## src/rtl/round_scheduler_if.sv

```systemverilog
// round_scheduler_if: game-side controls and timing/status outputs of the round scheduler.
interface round_scheduler_if #(
  parameter int RAND_W = 11
);
  logic              start;
  logic              abort;
  logic              hit;
  logic [3:0]        level;
  logic [RAND_W-1:0] random_delay;
  logic              ms_tick;
  logic              delay_active;
  logic              window_open;
  logic              round_hit;
  logic              round_miss;
  logic              early_press;
  logic [5:0]        game_seconds;
  logic              game_over;
  logic              busy;
  modport master (
    output start, abort, hit, level, random_delay,
    input  ms_tick, delay_active, window_open, round_hit, round_miss, early_press,
           game_seconds, game_over, busy
  );
  modport slave (
    input  start, abort, hit, level, random_delay,
    output ms_tick, delay_active, window_open, round_hit, round_miss, early_press,
           game_seconds, game_over, busy
  );
endinterface

```

## src/rtl/round_scheduler.sv

```systemverilog
// round_scheduler: ms time base, random pre-stimulus delay, level-scaled response window and game clock.
module round_scheduler #(
  parameter int CLKS_PER_MS    = 50000,
  parameter int MS_PER_SEC     = 1000,
  parameter int GAME_SECONDS   = 60,
  parameter int MIN_DELAY_MS   = 500,
  parameter int RAND_W         = 11,
  parameter int BASE_WINDOW_MS = 1000,
  parameter int WINDOW_STEP_MS = 200,
  parameter int MIN_WINDOW_MS  = 200
) (
  input logic clk,
  input logic rst_n,
  round_scheduler_if.slave bus
);
  localparam int PW = $clog2(CLKS_PER_MS + 1);
  localparam int MW = $clog2(MS_PER_SEC + 1);
  localparam int DW = RAND_W + 1;
  localparam int WW = 16;
  typedef enum logic [1:0] {IDLE, DELAY, WINDOW, OVER} state_t;
  state_t        state_q, state_d;
  logic [PW-1:0] presc_q, presc_d;
  logic [MW-1:0] ms_q, ms_d;
  logic [5:0]    sec_q, sec_d;
  logic [DW-1:0] delay_q, delay_d, delay_load;
  logic [WW-1:0] win_q, win_d, win_load;
  logic          delay_active_q, delay_active_d;
  logic          window_open_q, window_open_d;
  logic          game_over_q, game_over_d;
  logic          busy_q, busy_d;
  logic          active, tick, sec_wrap, over_now, quiet;
  logic          round_hit, round_miss, early_press;
  int            win_raw;
  always_comb begin
    active      = state_q == DELAY || state_q == WINDOW;
    tick        = active && presc_q == PW'(CLKS_PER_MS - 1);
    sec_wrap    = tick && ms_q == MW'(MS_PER_SEC - 1);
    over_now    = sec_wrap && sec_q == 6'(GAME_SECONDS - 1);
    // game end, restart and abort all swallow the round events of their cycle
    quiet       = bus.abort || bus.start || over_now;
    delay_load  = DW'(MIN_DELAY_MS) + {1'b0, bus.random_delay};
    win_raw     = BASE_WINDOW_MS - WINDOW_STEP_MS * int'(bus.level);
    win_load    = win_raw < MIN_WINDOW_MS ? WW'(MIN_WINDOW_MS) : WW'(win_raw);
    round_hit   = state_q == WINDOW && bus.hit && !quiet;
    round_miss  = state_q == WINDOW && tick && win_q == WW'(1) && !bus.hit && !quiet;
    early_press = state_q == DELAY && bus.hit && !quiet;
    state_d     = state_q;
    presc_d     = active ? (tick ? '0 : presc_q + 1'b1) : '0;
    ms_d        = tick ? (sec_wrap ? '0 : ms_q + 1'b1) : ms_q;
    sec_d       = sec_wrap ? sec_q + 1'b1 : sec_q;
    delay_d     = state_q == DELAY && tick ? delay_q - 1'b1 : delay_q;
    win_d       = state_q == WINDOW && tick ? win_q - 1'b1 : win_q;
    if (bus.abort) begin
      state_d = IDLE;
      presc_d = '0;
      ms_d    = '0;
      sec_d   = '0;
      delay_d = '0;
      win_d   = '0;
    end else if (bus.start) begin
      state_d = DELAY;
      presc_d = '0;
      ms_d    = '0;
      sec_d   = '0;
      delay_d = delay_load;
    end else if (over_now) begin
      state_d = OVER;
    end else if (state_q == DELAY && tick && delay_q == DW'(1)) begin
      state_d = WINDOW;
      win_d   = win_load;
    end else if (round_hit || round_miss) begin
      state_d = DELAY;
      delay_d = delay_load;
    end
    delay_active_d = state_d == DELAY;
    window_open_d  = state_d == WINDOW;
    game_over_d    = state_d == OVER;
    busy_d         = delay_active_d || window_open_d;
  end
  always_ff @(posedge clk or negedge rst_n) begin
    if (!rst_n) begin
      state_q        <= IDLE;
      presc_q        <= '0;
      ms_q           <= '0;
      sec_q          <= '0;
      delay_q        <= '0;
      win_q          <= '0;
      delay_active_q <= 1'b0;
      window_open_q  <= 1'b0;
      game_over_q    <= 1'b0;
      busy_q         <= 1'b0;
    end else begin
      state_q        <= state_d;
      presc_q        <= presc_d;
      ms_q           <= ms_d;
      sec_q          <= sec_d;
      delay_q        <= delay_d;
      win_q          <= win_d;
      delay_active_q <= delay_active_d;
      window_open_q  <= window_open_d;
      game_over_q    <= game_over_d;
      busy_q         <= busy_d;
    end
  end
  assign bus.ms_tick      = tick;
  assign bus.round_hit    = round_hit;
  assign bus.round_miss   = round_miss;
  assign bus.early_press  = early_press;
  assign bus.delay_active = delay_active_q;
  assign bus.window_open  = window_open_q;
  assign bus.game_over    = game_over_q;
  assign bus.busy         = busy_q;
  assign bus.game_seconds = sec_q;
endmodule

```

## src/flat_wrapper.sv

```systemverilog
// flat-port wrapper written by rule: the top's interface ports become plain ports
module round_scheduler_flat 
#(
  parameter int CLKS_PER_MS    = 50000,
  parameter int MS_PER_SEC     = 1000,
  parameter int GAME_SECONDS   = 60,
  parameter int MIN_DELAY_MS   = 500,
  parameter int RAND_W         = 11,
  parameter int BASE_WINDOW_MS = 1000,
  parameter int WINDOW_STEP_MS = 200,
  parameter int MIN_WINDOW_MS  = 200
)
  (clk, rst_n, bus_start, bus_abort, bus_hit, bus_level, bus_random_delay, bus_ms_tick, bus_delay_active, bus_window_open, bus_round_hit, bus_round_miss, bus_early_press, bus_game_seconds, bus_game_over, bus_busy);
  round_scheduler_if #(.RAND_W(RAND_W)) bus_i ();
  input logic clk;
  input logic rst_n;
  input wire logic [$bits(bus_i.start)-1:0] bus_start;
  input wire logic [$bits(bus_i.abort)-1:0] bus_abort;
  input wire logic [$bits(bus_i.hit)-1:0] bus_hit;
  input wire logic [$bits(bus_i.level)-1:0] bus_level;
  input wire logic [$bits(bus_i.random_delay)-1:0] bus_random_delay;
  output wire logic [$bits(bus_i.ms_tick)-1:0] bus_ms_tick;
  output wire logic [$bits(bus_i.delay_active)-1:0] bus_delay_active;
  output wire logic [$bits(bus_i.window_open)-1:0] bus_window_open;
  output wire logic [$bits(bus_i.round_hit)-1:0] bus_round_hit;
  output wire logic [$bits(bus_i.round_miss)-1:0] bus_round_miss;
  output wire logic [$bits(bus_i.early_press)-1:0] bus_early_press;
  output wire logic [$bits(bus_i.game_seconds)-1:0] bus_game_seconds;
  output wire logic [$bits(bus_i.game_over)-1:0] bus_game_over;
  output wire logic [$bits(bus_i.busy)-1:0] bus_busy;
  assign bus_i.start = bus_start;
  assign bus_i.abort = bus_abort;
  assign bus_i.hit = bus_hit;
  assign bus_i.level = bus_level;
  assign bus_i.random_delay = bus_random_delay;
  assign bus_ms_tick = bus_i.ms_tick;
  assign bus_delay_active = bus_i.delay_active;
  assign bus_window_open = bus_i.window_open;
  assign bus_round_hit = bus_i.round_hit;
  assign bus_round_miss = bus_i.round_miss;
  assign bus_early_press = bus_i.early_press;
  assign bus_game_seconds = bus_i.game_seconds;
  assign bus_game_over = bus_i.game_over;
  assign bus_busy = bus_i.busy;
  round_scheduler #(.CLKS_PER_MS(CLKS_PER_MS), .MS_PER_SEC(MS_PER_SEC), .GAME_SECONDS(GAME_SECONDS), .MIN_DELAY_MS(MIN_DELAY_MS), .RAND_W(RAND_W), .BASE_WINDOW_MS(BASE_WINDOW_MS), .WINDOW_STEP_MS(WINDOW_STEP_MS), .MIN_WINDOW_MS(MIN_WINDOW_MS)) u_core (.clk(clk), .rst_n(rst_n), .bus(bus_i));
endmodule
```

## config.mk

```make
export PLATFORM = sky130hd
export DESIGN_NAME = round_scheduler_flat
export DESIGN_NICKNAME = d
export VERILOG_FILES = /design/src/rtl/round_scheduler_if.sv /design/src/rtl/round_scheduler.sv /design/src/flat_wrapper.sv
export SDC_FILE = /design/constraint.sdc
export NUM_CORES = 1
export LEC_CHECK = 0
export CAP_MARGIN = 20
export CORE_MARGIN = 4
export CORE_UTILIZATION = 45
export CTS_CLUSTER_SIZE = 12
export DETAILED_ROUTE_END_ITERATION = 10
export PLACE_DENSITY = 0.77
export SLEW_MARGIN = 20
export SYNTH_ARGS = -nofsm -noshare
export SYNTH_HDL_FRONTEND = slang
export SYNTH_SLANG_ARGS = --single-unit
export TNS_END_PERCENT = 1
```

## constraint.sdc

```tcl
create_clock -name clk -period 2.9 [get_ports clk]
set_input_delay 0.29 -clock clk [delete_from_list [all_inputs] [get_ports clk]]
set_output_delay 0.29 -clock clk [all_outputs]
set_load 0.01 [all_outputs]
```

-- Yosys cells after proc, flatten, opt, wreduce, memory -nomap -nowiden
Index checks and enable logic that the tools add are counted.
- register bits after elaboration: 66
- input port bits: 20
- output and inout port bits: 14
- logic and storage cells: 79
- add/sub/neg operators: 7
- $mul: 1
- $lt $le $gt $ge: 1
- equal/unequal tests: 10
- mux-type cells: 28
- reductions and logical operators: 22
- operators with widths (kind ; number):
    $mux 16 ; 10
    $mux 12 ; 6
    $mux 10 ; 4
    $lt 32x9->1 const B ; 1
    $sub 11x32->32 const A ; 1
    $mux 6 ; 3
    $add 16x1->16 const B ; 1
    $eq 16x1->1 const B ; 1
    $eq 16x16->1 const B ; 1
    $sub 16x1->16 const B ; 1
    $logic_and 1x1->1 ; 13
    $add 9x11->12 const A ; 1
    $eq 12x1->1 const B ; 1
    $sub 12x1->12 const B ; 1
    $add 10x1->10 const B ; 1
    $eq 10x10->1 const B ; 1
    $mux 2 ; 5
    $mul 5x4->9 const A ; 1
    $add 6x1->6 const B ; 1
    $eq 2x2->1 const B ; 3
    $eq 6x6->1 const B ; 1
    $reduce_bool 3->1 ; 2
    $logic_or 1x1->1 ; 5
    $eq 2x1->1 const B ; 2
    $logic_not 1->1 ; 2

-- Depth between registers and ports, before layout
Gate-level depths: netlist (run 1).
- word-level depth: 16
- gate-level depth with buffers: 14
- depth with buffers taken out: 14

-- Least setup slack after synthesis (run 1)
Ideal clock, no wire load.
- kind: input to register
- start point: input bus_level[0]
- end point: register u_core.win_q[12]
- setup time: 77 ps
- arrival: 3048 ps
- required time: 2823 ps
- setup slack: -225 ps
- stages: 13
- path through: ha_1 ha_1 fa_1 nand3_1 nor3_1 a211oi_1 ha_1 nand3b_1 nor3_1 ha_1 a21o_1 a21o_1 a21oi_1
- word-level cells in the longest chain between the ends: 8
- ends and longest elaborated chain (what ; RTL line ; text):
    start: declaration ; flat_wrapper.sv:20 ; input wire logic [$bits(bus_i.level)-1:0] bus_level;
    $mul 5x4->9 (*) ; round_scheduler.sv:42 ; win_raw = BASE_WINDOW_MS - WINDOW_STEP_MS * int'(bus.level);
    $sub 11x32->32 (*) ; round_scheduler.sv:42 ;
    $lt 32x9->1 ; round_scheduler.sv:43 ; win_load = win_raw < MIN_WINDOW_MS ? WW'(MIN_WINDOW_MS) : WW'(win_raw);
    $mux 16 (*) ; round_scheduler.sv:43 ;
    $mux 16 (*) ; round_scheduler.sv:68 ; end else if (state_q == DELAY && tick && delay_q == DW'(1)) begin
    $mux 16 (*) ; round_scheduler.sv:66 ; end else if (over_now) begin
    $mux 16 (*) ; round_scheduler.sv:60 ; end else if (bus.start) begin
    $mux 16 (*) ; round_scheduler.sv:53 ; if (bus.abort) begin
    via u_core.win_d[12] ; round_scheduler.sv:26 ; logic [WW-1:0] win_q, win_d, win_load;
    end signal: assignment ; round_scheduler.sv:98 ; win_q <= win_d;
    end: declaration ; round_scheduler.sv:26 ;
Mark *: on every way through the listed nets, which the timed path passes. The rest lies on a longest branch.
A chain may end at the register's enable or synchronous reset.

-- Worst setup path in the final report (run 1)
- start point: register u_core.state_q[0]
- end point: output bus_round_hit
- word-level cells in the longest chain between the ends: 8
- elaborated cells between the ends (all ways): 10
- ends and longest elaborated chain (what ; RTL line ; text):
    start: declaration ; round_scheduler.sv:21 ; state_t state_q, state_d;
    start signal: assignment ; round_scheduler.sv:93 ; state_q <= state_d;
    $eq 2x1->1 or $eq 2x2->1 (tied branches) ; round_scheduler.sv:35, round_scheduler.sv:44 ;
    $logic_or 1x1->1 ; round_scheduler.sv:35 ; active = state_q == DELAY || state_q == WINDOW;
    $logic_and 1x1->1 ; round_scheduler.sv:36 ; tick = active && presc_q == PW'(CLKS_PER_MS - 1);
    $logic_and 1x1->1 ; round_scheduler.sv:37 ; sec_wrap = tick && ms_q == MW'(MS_PER_SEC - 1);
    $logic_and 1x1->1 ; round_scheduler.sv:38 ; over_now = sec_wrap && sec_q == 6'(GAME_SECONDS - 1);
    $logic_or 1x1->1 ; round_scheduler.sv:40 ; quiet = bus.abort || bus.start || over_now;
    $logic_not 1->1 ; round_scheduler.sv:44 ; round_hit = state_q == WINDOW && bus.hit && !quiet;
    $logic_and 1x1->1 (*) ; round_scheduler.sv:44 ;
    end: declaration ; flat_wrapper.sv:25 ; output wire logic [$bits(bus_i.round_hit)-1:0] bus_round_hit;
Every way passes the cells marked *; elsewhere a longest branch is shown, timed or not.

==> results of run 1 <==
[critical path: cells and delay by family (launching register included)]
family | cells | cell delay [ns]
buffers and inverters | 3 | 0.57
adder cells (fa/ha/maj) | 1 | 0.23
flip-flops | 1 | 0.39
AND/OR/NAND/NOR | 4 | 1.10
[metrics by stage]
stage	hold WS, ns	setup WS, ns
after floorplan	-0.00559	-0.164
after CTS	0.159	-0.140
final	0.133	-0.0239
after detailed placement	0.456	-0.939
after global placement	0.441	-0.822
after global routing	0.206	-0.142
[path summary, 6_finish.rpt]
path / endpoint
max: bus_round_hit
min: u_core.delay_q[7]$_DFF_PN0_
max reg2reg: u_core.delay_q[11]$_DFF_PN0_
min reg2reg: u_core.presc_q[0]$_DFF_PN0_
max in group asynchronous: u_core.win_q[0]$_DFF_PN0_
min in group clk: u_core.win_q[3]$_DFF_PN0_
[final cells by class]
class,instances,area share (%)
Multi-Input combinational cell,386,49.8
Inverter,16,1.09
Clock inverter,3,0.306
Tap cell,129,2.82
Clock buffer,11,2.47
Sequential cell,66,28.9
Timing Repair Buffer,99,14.6
[repair_timing]
action,CTS,global route
setup endpoints to repair,34,30
pin swaps,11,9
setup buffers,5,1
gates resized for setup,36,25
hold buffers,0,0
[flip-flops by register name, summed over array words and instances, names as in the netlist]
signal and cells:
u_core.bus.busy 1, u_core.bus.delay_active 1, u_core.bus.game_over 1, u_core.bus.game_seconds 6, u_core.bus.window_open 1, u_core.delay_q 12
u_core.ms_q 10, u_core.presc_q 16, u_core.state_q 2, u_core.win_q 16
[layer usage]
metal	global-route usage, %	routed length (um)	vias to the layer above
li1	-	-	1901
met1	24.4	4840	1897
met2	33.5	5530	113
met3	2.77	479	36
met4	10.5	310	0
met5	0	0	-
[kinds of logic (layout without fill, tap and decap cells)]
family / count (synthesis) / count (layout)
AO/OA/AOI/OAI: 46 / 46
XOR/XNOR: 59 / 59
adder cells (fa/ha/maj): 28 / 28
buffers and inverters: 33 / 129
flip-flops: 66 / 66
multiplexers: 17 / 17
AND/OR/NAND/NOR: 236 / 236
[layout by cell type, fill, tap and decap left out, types with 18 or more instances in the layout]
cell / count
nor2_1: 70
clkdlybuf4s50_1: 25
xnor2_1: 31
buf_4: 62
nor3_1: 18
nand2_1: 21
nand3_1: 22
xor2_1: 28
ha_1: 19
dfrtp_1: 66
[power groups by stage]
stage,clock [uW],sequential (uW),combinational (uW)
2_1_floorplan,0,963,188
3_3_place_gp,0,961,340
3_5_place_dp,0,963,354
4_1_cts,666,945,375
5_1_grt,702,946,451
6_report,669,945,412
==> metrics.yaml, run 1 <==
detailed_routing:
  drtAntennaViolNets: 0
  vias: 3947
  wirelength_mm: 11.2
  drt-initial-drc-count: 200
  via_per_inst: 5.56
  firstDrtPassIters: 5
  wl_per_cell_um: 15.7
  remaining_drc_errors: 0
worst_setup_path:
  crit_path_end_kind: "output pin"
  worst-setup-path-type: "reg -> out"
  rr_worst_depth: 6
  rrSetupSlack_ns: 0.02
  crit_fanout: 12
  critical_path.max_stage_delay_ns: 0.51
  start_kind: "flop"
  cp.arrival_ns: 2.63
  critPathLaunch: "u_core.state_q[0]$_DFF_PN0_"
  cp_slowest_cell: "or4b_4"
  required_ns: 2.61
  r2r-start: "u_core.win_q[2]$_DFF_PN0_"
  crit_chain: "inv_1 -> ha_4 -> or4b_4 -> buf_6 -> nor4_4 -> or2_4 -> nor2_1 -> dlygate4sd2_1"
timing:
  fin_ws_ns: -0.0239
  setup_tns_ns: -0.0567
  skew_ns: 0.00950
  layout_min_cycle_time_ns: 2.92
  period_share_pct: 101
  finalSetupViolations: 3
  max_freq_ghz: 0.342
  rsz0062_at_grt: "yes"
  slew_headroom_pct: 44.8
  slew_violations: 0
  hold_viol_final: 0
  worst_pin_slew_ns: 0.828
logic_synthesis:
  ys_top_cells_by_count: "nor2_1, dfrtp_1, xnor2_1"
  synth_ff_type: "dfrtp_1"
  syn_area_um2: 4430
  yosys.area_share.adder_pct: 8.08
  avgSynthCellArea_um2: 9.13
  synth_top_cell_area_share_pct: 37.3
  ys_seq_area_share_pct: 37.3
  yosysMostFrequentCell: "nor2_1"
  synth_top_family_by_area: "simple AND/OR/NAND/NOR gates"
  async_flop_share_pct: 100
  synth_edf_count: 0
  syn_inst: 485
  synth_seq_cells: 66
  synth_cell_types: 51
  synth-simple-area-share_pct: 28.1
  synthTopCellsByArea: "dfrtp_1, ha_1, xnor2_1, nor2_1, xor2_1"
  ys_warn_count: 0
  synth_top_area_cell: "dfrtp_1"
  synthXorXnorAreaFrac_pct: 11.7
  synthMuxAreaShare_pct: 4.80
  synth_nets: 533
  synth_compound_area_share_pct: 6.86
global_route:
  grt_max_degree: 67
  grtUsageTotal_pct: 19.8
  antenna_found_initial: 0
  grt_pass1_vias: 4042
  grt_pass1_wl_mm: 18.3
  grt_overflow: 0
power_and_ir_drop:
  switching_share_pct: 27.5
  p_int_uw: 1470
  p_leak_uw: 0.00253
  vdd_drop_max_mv: 0.191
  seq_power_share_pct: 46.7
  power_switching_uw: 557
  power.total_uw: 2030
  power.density_nw_per_um2: 354
  p_clk_share_pct: 33.0
  power.share.combinational_pct: 20.3
finish:
  fin_cells: 710
  regArea_um2: 1650
  multi_input_area_um2: 2840
  final_area_um2: 5720
  final_util_pct: 60.7
  area_growth_pct: 29.0
  filler_cell_count: 753
  drive_gt1_share_pct: 23.4
  n_antenna_cell: 0
  nNetsFinal: 626
clock_tree:
  clock_sinks: 66
  numCtsBuffers: 9
  clk_path_buf_depth: 2
  insertion_delay_ns: 0.35
  clk_pin_slew_ns: 0.07
  cts-root-buf: "clkbuf_8"
  htreeDepth: 3
  cts_tree: "done"
hold_path:
  holdCritPathClass: "in -> async"
outcome:
  run_status: "finished, violations left"
  violations: "negative setup slack"
run:
  drv_cap: 0
placed_design:
  dp_cells: 690
  hpwlAfterDp_mm: 7.99
  portBuffers: 33
  dpl_cell_area_um2: 5350
  gp_congestion: 0.847
die:
  die_y_um: 107
  dieArea_um2: 11500
  die_w_um: 107
  core_region_area_um2: 9420
  placementRows: 35
  initial_core_util_pct: 47.0
  io_pins: 34
No activity file was read; power rests on OpenSTA's default activity.
==> inputs of run 2 (changes only) <==
CORE_ASPECT_RATIO = 1.75   (was not set)
SETUP_SLACK_MARGIN = 0.1   (was not set)
==> metrics.yaml, run 2 (same netlist as run 1, synthesis figures left out) <==
finish:
  final_common_cell: "nor2_1"  # unchanged
  area_growth_pct: 32.9  # was 29.0%
  top_regs: "u_core.presc_q: 16 flops, u_core.win_q: 16 flops, u_core.delay_q: 12 flops"  # unchanged
  n_antenna_cell: 0  # unchanged
  nNetsFinal: 623  # was 626
  final_cell_mix: "nor2_1, dfrtp_1, buf_4"  # unchanged
  drive_gt1_share_pct: 24.3  # was 23.4%
  filler_cell_count: 779  # was 753
power_and_ir_drop:
  vdd_drop_max_mv: 0.308  # was 0.191 mV
  switching_share_pct: 23.3  # was 27.5%
  power.share.combinational_pct: 15.5  # was 20.3%
  power.density_nw_per_um2: 435  # was 354 nW/um2
  p_int_uw: 1960  # was 1470 uW
  power_switching_uw: 597  # was 557 uW
  seq_power_share_pct: 37.1  # was 46.7%
  p_clk_share_pct: 47.5  # was 33.0%
  p_leak_uw: 0.00261  # was 0.00253 uW
timing:
  slew_headroom_pct: 50.5  # was 44.8%
  layout_min_cycle_time_ns: 2.93  # was 2.92 ns
  period_share_pct: 101  # about the same
  worst_pin_slew_ns: 0.743  # was 0.828 ns
  finalSetupViolations: 1  # was 3
  slew_violations: 0  # unchanged
  hold_slack_ns: 0.0193  # was 0.133 ns
  fin_ws_ns: -0.0275  # was -0.0239 ns
  setup_tns_ns: -0.0275  # was -0.0567 ns
  rsz0062_at_grt: "yes"  # unchanged
  hold_viol_final: 0  # unchanged
  max_freq_ghz: 0.342  # about the same
  skew_ns: 0.00557  # was 0.00950 ns
outcome:
  violations: "negative setup slack"  # unchanged
  run_status: "finished, violations left"  # unchanged
die:
  io_pins: 34  # unchanged
  die_y_um: 139  # was 107 um
  core_region_area_um2: 9530  # was 9420 um2
  initial_core_util_pct: 46.5  # was 47.0%
  dieArea_um2: 11600  # was 11500 um2
  placementRows: 47  # was 35
  die_w_um: 83.0  # was 107 um
worst_setup_path:
  rr_worst_depth: 8  # was 6
  cp_common_cell: "or4_4"
  crit_path_end_kind: "flop"  # was output pin
  critical_path.max_stage_delay_ns: 0.54  # was 0.51 ns
  cp.arrival_ns: 3.16  # was 2.63 ns
  worst-setup-path-type: "reg -> reg"  # was reg -> out
  required_ns: 3.13  # was 2.61 ns
  crit_fanout: 4  # was 12
  crit_chain: "or4_4 -> or4_4 -> or4_4 -> a211oi_4 -> nand2b_4 -> a21oi_2 -> ha_1 -> inv_1"  # was inv_1 -> ha_4 -> or4b_4 -> buf_6 -> nor4_4 -> or2_4 -> nor2_1 -> dlygate4sd2_1
  cp_slowest_cell: "or4_4"  # was or4b_4
  start_kind: "flop"  # unchanged
detailed_routing:
  firstDrtPassIters: 5  # unchanged
  wirelength_mm: 11.2  # about the same
  remaining_drc_errors: 0  # unchanged
  via_per_inst: 5.68  # was 5.56
  vias: 3984  # was 3947
  drtAntennaViolNets: 0  # unchanged
  drt-initial-drc-count: 196  # was 200
  wl_per_cell_um: 15.9  # was 15.7 um
clock_tree:
  clk_pin_slew_ns: 0.06  # was 0.07 ns
  insertion_delay_ns: 0.34  # was 0.35 ns
  numCtsBuffers: 9  # unchanged
  cts-root-buf: "clkbuf_16"  # was clkbuf_8
  cts_tree: "done"  # unchanged
  clk_path_buf_depth: 2  # unchanged
  clock_sinks: 66  # unchanged
  htreeDepth: 3  # unchanged
  ctsHoldBuffers: 0  # unchanged
hold_path:
  holdCritPathClass: "in -> async"  # unchanged
global_route:
  antenna_found_initial: 0  # unchanged
  grt_pass1_wl_mm: 18.0  # was 18.3 mm
  grt_overflow: 0  # unchanged
  grt_pass1_vias: 3929  # was 4042
  grtUsageTotal_pct: 19.2  # was 19.8%
  grt_max_degree: 43  # was 67
placed_design:
  hpwlAfterDp_mm: 8.19  # was 7.99 mm
  gp_congestion: 0.827  # was 0.847
  portBuffers: 33  # unchanged
run:
  drv_cap: 0  # unchanged
## run 2: changes by cell type in the layout (fill, tap and decap cells not counted), sizes merged
cell,previous run,this run
a21o,6,7
buf,71,67
bufinv,0,2
clkbuf,11,12
clkdlybuf4s15,0,1
clkdlybuf4s50,25,24
clkinv,2,1
## run 2: metrics by stage
stage	std cells	worst slack (ns)	utilization [%]	area (um2)	power, uW
after floorplan	485	-0.164	-	4470	1150
after global placement	680	-0.760	55.9	5320	1300
after detailed placement	680	-0.891	55.9	5320	1310
after CTS	700	-0.00515	60.8	5790	2550
after global routing	702	-0.160	61.8	5880	2650
final	702	-0.0275	61.8	5880	2560
## run 2: metal layers
metal | vias up | GRT usage (%) | wire length [um]
met2 | 111 | 35.9 | 6170
met4 | 0 | 10.5 | 398
li1 | 1896 | - | -
met3 | 33 | 3.55 | 425
met1 | 1944 | 19.7 | 4200
met5 | - | 0 | 0
## run 2: worst max-delay path, delay by kind of cell, from the launching register on
| kind | cells | cell delay [ns] |
|---|---|---|
| simple gates | 4 | 1.66 |
| compound gates | 2 | 0.44 |
| flops | 1 | 0.39 |
| fa+ha+maj | 1 | 0.30 |
| buf+inv | 1 | 0.03 |
## run 2: path summary, 6_finish.rpt
check	slack [ns]	to	startpoint
max in group asynchronous	2.24	u_core.presc_q[11]$_DFF_PN0_	rst_n
hold reg to reg	0.46	u_core.presc_q[0]$_DFF_PN0_	u_core.presc_q[0]$_DFF_PN0_
hold / removal	0.02	u_core.state_q[1]$_DFF_PN0_	rst_n
setup reg to reg	-0.03	u_core.bus.busy$_DFF_PN0_	u_core.win_q[4]$_DFF_PN0_
setup / recovery	-0.03	u_core.bus.busy$_DFF_PN0_	u_core.win_q[4]$_DFF_PN0_
min in group clk	0.26	u_core.win_q[3]$_DFF_PN0_	bus_level[0]
## run 2: repair_timing
item                                    CTS  global route
pin swaps                                16            17
gates cloned                              1             0
endpoints found under the setup margin   34            32
resized for setup                        50            18
buffers inserted                          3             2
## run 2: layout make-up
type	count	area [um2]	share of cell area, %
clock buffer	12	267	4.53
clock inverter	4	72.6	1.23
inverter	16	60.1	1.02
multi-input combinational	387	2870	48.8
sequential	66	1650	28.1
tap	122	153	2.59
timing repair buffer	95	808	13.7
## run 2: power by group through the flow
stage,Clock (uW),Sequential (uW),Combinational (uW)
after floorplan,0,963,188
after global placement,0,963,338
after detailed placement,0,964,351
after CTS,1230,948,372
after global routing,1270,949,434
final,1210,948,395
==> inputs of run 3 (changes only) <==
ABC_AREA = 1   (was not set)
PLACE_DENSITY = 0.76   (was 0.77)
==> metrics.yaml, run 3 <==
detailed_routing:
  remaining_drc_errors: 0  # unchanged
  drtAntennaViolNets: 0  # unchanged
  wl_per_cell_um: 13.5  # was 15.9 um
  via_per_inst: 5.16  # was 5.68
  vias: 4358  # was 3984
  firstDrtPassIters: 4  # was 5
  drt-initial-drc-count: 261  # was 196
  wirelength_mm: 11.4  # was 11.2 mm
placed_design:
  hpwlAfterDp_mm: 8.80  # was 8.19 mm
  portBuffers: 33  # unchanged
  place_worst_setup_slack_ns: -0.950  # was -0.891 ns
  gp_congestion: 0.942  # was 0.827
logic_synthesis:
  synth_nets: 689  # was 533
  yosys.area_share.adder_pct: 7.60  # was 8.08%
  synth_seq_cells: 66  # unchanged
  synthTopCellsByArea: "dfrtp_1, nand2_1, nor2_1, ha_1, inv_1"  # was dfrtp_1, ha_1, xnor2_1, nor2_1, xor2_1
  syn_area_um2: 4710  # was 4430 um2
  synth_top_family_by_area: "simple AND/OR/NAND/NOR gates"  # unchanged
  synth_ff_type: "dfrtp_1"  # unchanged
  async_flop_share_pct: 100  # unchanged
  avgSynthCellArea_um2: 7.34  # was 9.13 um2
  synth_compound_area_share_pct: 10.9  # was 6.86%
  syn_inst: 641  # was 485
  synth_cell_types: 45  # was 51
  ys_seq_area_share_pct: 35.1  # was 37.3%
  yosysMostFrequentCell: "nand2_1"  # was nor2_1
  synth_top_area_cell: "dfrtp_1"  # unchanged
  synth_edf_count: 0  # unchanged
  ys_top_cells_by_count: "nand2_1, nor2_1, inv_1"  # was nor2_1, dfrtp_1, xnor2_1
  synth-simple-area-share_pct: 31.3  # was 28.1%
  ys_warn_count: 0  # unchanged
  synthXorXnorAreaFrac_pct: 6.51  # was 11.7%
  synthMuxAreaShare_pct: 0  # was 4.80%
  synth_top_cell_area_share_pct: 35.1  # was 37.3%
finish:
  n_antenna_cell: 0  # unchanged
  drive_gt1_share_pct: 14.5  # was 24.3%
  regArea_um2: 1650  # unchanged
  nNetsFinal: 760  # was 623
  multi_input_area_um2: 2820  # was 2870 um2
  area_growth_pct: 24.3  # was 32.9%
  final_common_cell: "nand2_1"  # was nor2_1
  filler_cell_count: 947  # was 779
  top_regs: "u_core.presc_q: 16 flops, u_core.win_q: 16 flops, u_core.delay_q: 12 flops"  # unchanged
  final_cell_mix: "nand2_1, nor2_1, inv_1"  # was nor2_1, dfrtp_1, buf_4
timing:
  finalSetupViolations: 0  # was 1
  worst_pin_slew_ns: 0.856  # was 0.743 ns
  slew_violations: 0  # unchanged
  hold_viol_final: 0  # unchanged
  layout_min_cycle_time_ns: 2.80  # was 2.93 ns
  rsz0062_at_grt: "yes"  # unchanged
  fin_ws_ns: 0.0965  # was -0.0275 ns
  slew_headroom_pct: 42.9  # was 50.5%
  skew_ns: 0.00565  # was 0.00557 ns
  setup_tns_ns: 0  # was -0.0275 ns
  max_freq_ghz: 0.357  # was 0.342 GHz
  period_share_pct: 96.7  # was 101%
clock_tree:
  cts_tree: "done"  # unchanged
  ctsHoldBuffers: 0  # unchanged
  clk_path_buf_depth: 2  # unchanged
  cts-root-buf: "clkbuf_16"  # unchanged
  clock_sinks: 66  # unchanged
  numCtsBuffers: 9  # unchanged
  htreeDepth: 3  # unchanged
  clk_pin_slew_ns: 0.05  # was 0.06 ns
  insertion_delay_ns: 0.33  # was 0.34 ns
die:
  dieArea_um2: 12200  # was 11600 um2
  die_y_um: 143  # was 139 um
  core_region_area_um2: 10200  # was 9530 um2
  initial_core_util_pct: 46.0  # was 46.5%
  die_w_um: 85.3  # was 83.0 um
  io_pins: 34  # unchanged
  placementRows: 49  # was 47
worst_setup_path:
  crit_path_end_kind: "flop"  # unchanged
  rr_worst_depth: 12  # was 8
  r2r-start: "u_core.state_q[0]$_DFF_PN0_"  # was u_core.win_q[4]$_DFF_PN0_
  start_kind: "input pin"  # was flop
  cp.arrival_ns: 3.07  # was 3.16 ns
  critPathLaunch: "bus_level[2]"  # was u_core.win_q[4]$_DFF_PN0_
  worst-setup-path-type: "in -> reg"  # was reg -> reg
  required_ns: 3.17  # was 3.13 ns
  crit_fanout: 4  # unchanged
global_route:
  grt_pass1_wl_mm: 19.4  # was 18.0 mm
  grt_pass1_vias: 4475  # was 3929
  grtUsageTotal_pct: 19.6  # was 19.2%
  grt_overflow: 0  # unchanged
  antenna_found_initial: 0  # unchanged
  grt_max_degree: 67  # was 43
outcome:
  run_status: "finished clean"  # was finished, violations left
power_and_ir_drop:
  power.density_nw_per_um2: 418  # was 435 nW/um2
  vdd_drop_max_mv: 0.305  # was 0.308 mV
  power.total_uw: 2440  # was 2560 uW
  p_leak_uw: 0.00290  # was 0.00261 uW
run:
  drv_cap: 0  # unchanged
hold_path:
  holdCritPathClass: "in -> async"  # unchanged
[run 3: cell types whose count changed after synthesis, sizes merged, moves of 8 or more]
cell | before | now
nand2b | 8 | 0
nor4 | 20 | 2
and3 | 16 | 2
inv | 16 | 95
clkbuf | 15 | 1
o21ai | 6 | 42
xnor2 | 31 | 12
a21oi | 18 | 35
or3 | 9 | 0
mux2 | 10 | 0
nor2 | 72 | 101
nand2 | 21 | 129
nand3 | 23 | 43
[run 3: final cells by class]
cell class,count,share of cell area (%)
clock buffers,11,3.98
repair buffers,64,9.64
flip-flops and latches,66,28.2
well taps,127,2.72
clock inverters,5,0.941
multi-input cells,474,48.2
inverters,97,6.27
[run 3: cells by family (layout without fill, tap and decap cells)]
logic type | after synthesis | in the layout
fa+ha+maj | 28 | 28
xor+xnor | 35 | 35
buf+inv | 101 | 177
simple gates | 321 | 321
flops | 66 | 66
compound gates | 90 | 90
[run 3: repair_timing]
action | CTS | global route
buffers inserted | 4 | 0
resized for setup | 39 | 1
setup endpoints to repair | 13 | 15
endpoints found under the hold margin | 0 | 0
pin swaps | 14 | 7
[run 3: routing by layer]
metal  GRT usage (%)  share of wire [%]  routed length [um]
met1            20.5                 38                4320
met2            37.0                 56                6380
met3            2.54                2.5                 282
met4            10.8                3.3                 379
met5               0                  0                   0
[run 3: report_power, final]
group / internal [uW] / switching, uW / total (uW)
Sequential: 938 / 15.4 / 953
Combinational: 209 / 231 / 440
Clock: 662 / 388 / 1050
[run 3: path summary, 6_finish.rpt]
kind	slack, ns	to
setup / recovery	0.1	u_core.win_q[9]$_DFF_PN0_
hold / removal	0.13	u_core.win_q[8]$_DFF_PN0_
setup reg to reg	0.52	u_core.bus.busy$_DFF_PN0_
hold reg to reg	0.46	u_core.presc_q[0]$_DFF_PN0_
max in group asynchronous	2.19	u_core.bus.game_over$_DFF_PN0_
min in group clk	0.25	u_core.win_q[3]$_DFF_PN0_
[run 3: worst max-delay path: stages]
cell and delay (ns):
buf_6 0.10, buf_6 0.12, ha_4 0.27, inv_4 0.04, fa_2 0.39, a31o_4 0.26, xnor2_4 0.18, ha_4 0.23
and3b_1 0.20, nand4_1 0.08, nor3_2 0.24, ha_4 0.26, nor2_4 0.14, inv_2 0.05, o21ai_1 0.10, o21ai_1 0.07
inv_1 0.05
[run 3: metrics by stage]
step	util, %	hold slack [ns]	area [um2]	instances
final	57.1	0.133	5850	844
after global routing	57.1	0.238	5850	844
after CTS	57.1	0.182	5850	844
after detailed placement	52.9	0.457	5420	824
after global placement	52.9	0.437	5420	824
after floorplan	-	-0.00559	4770	641
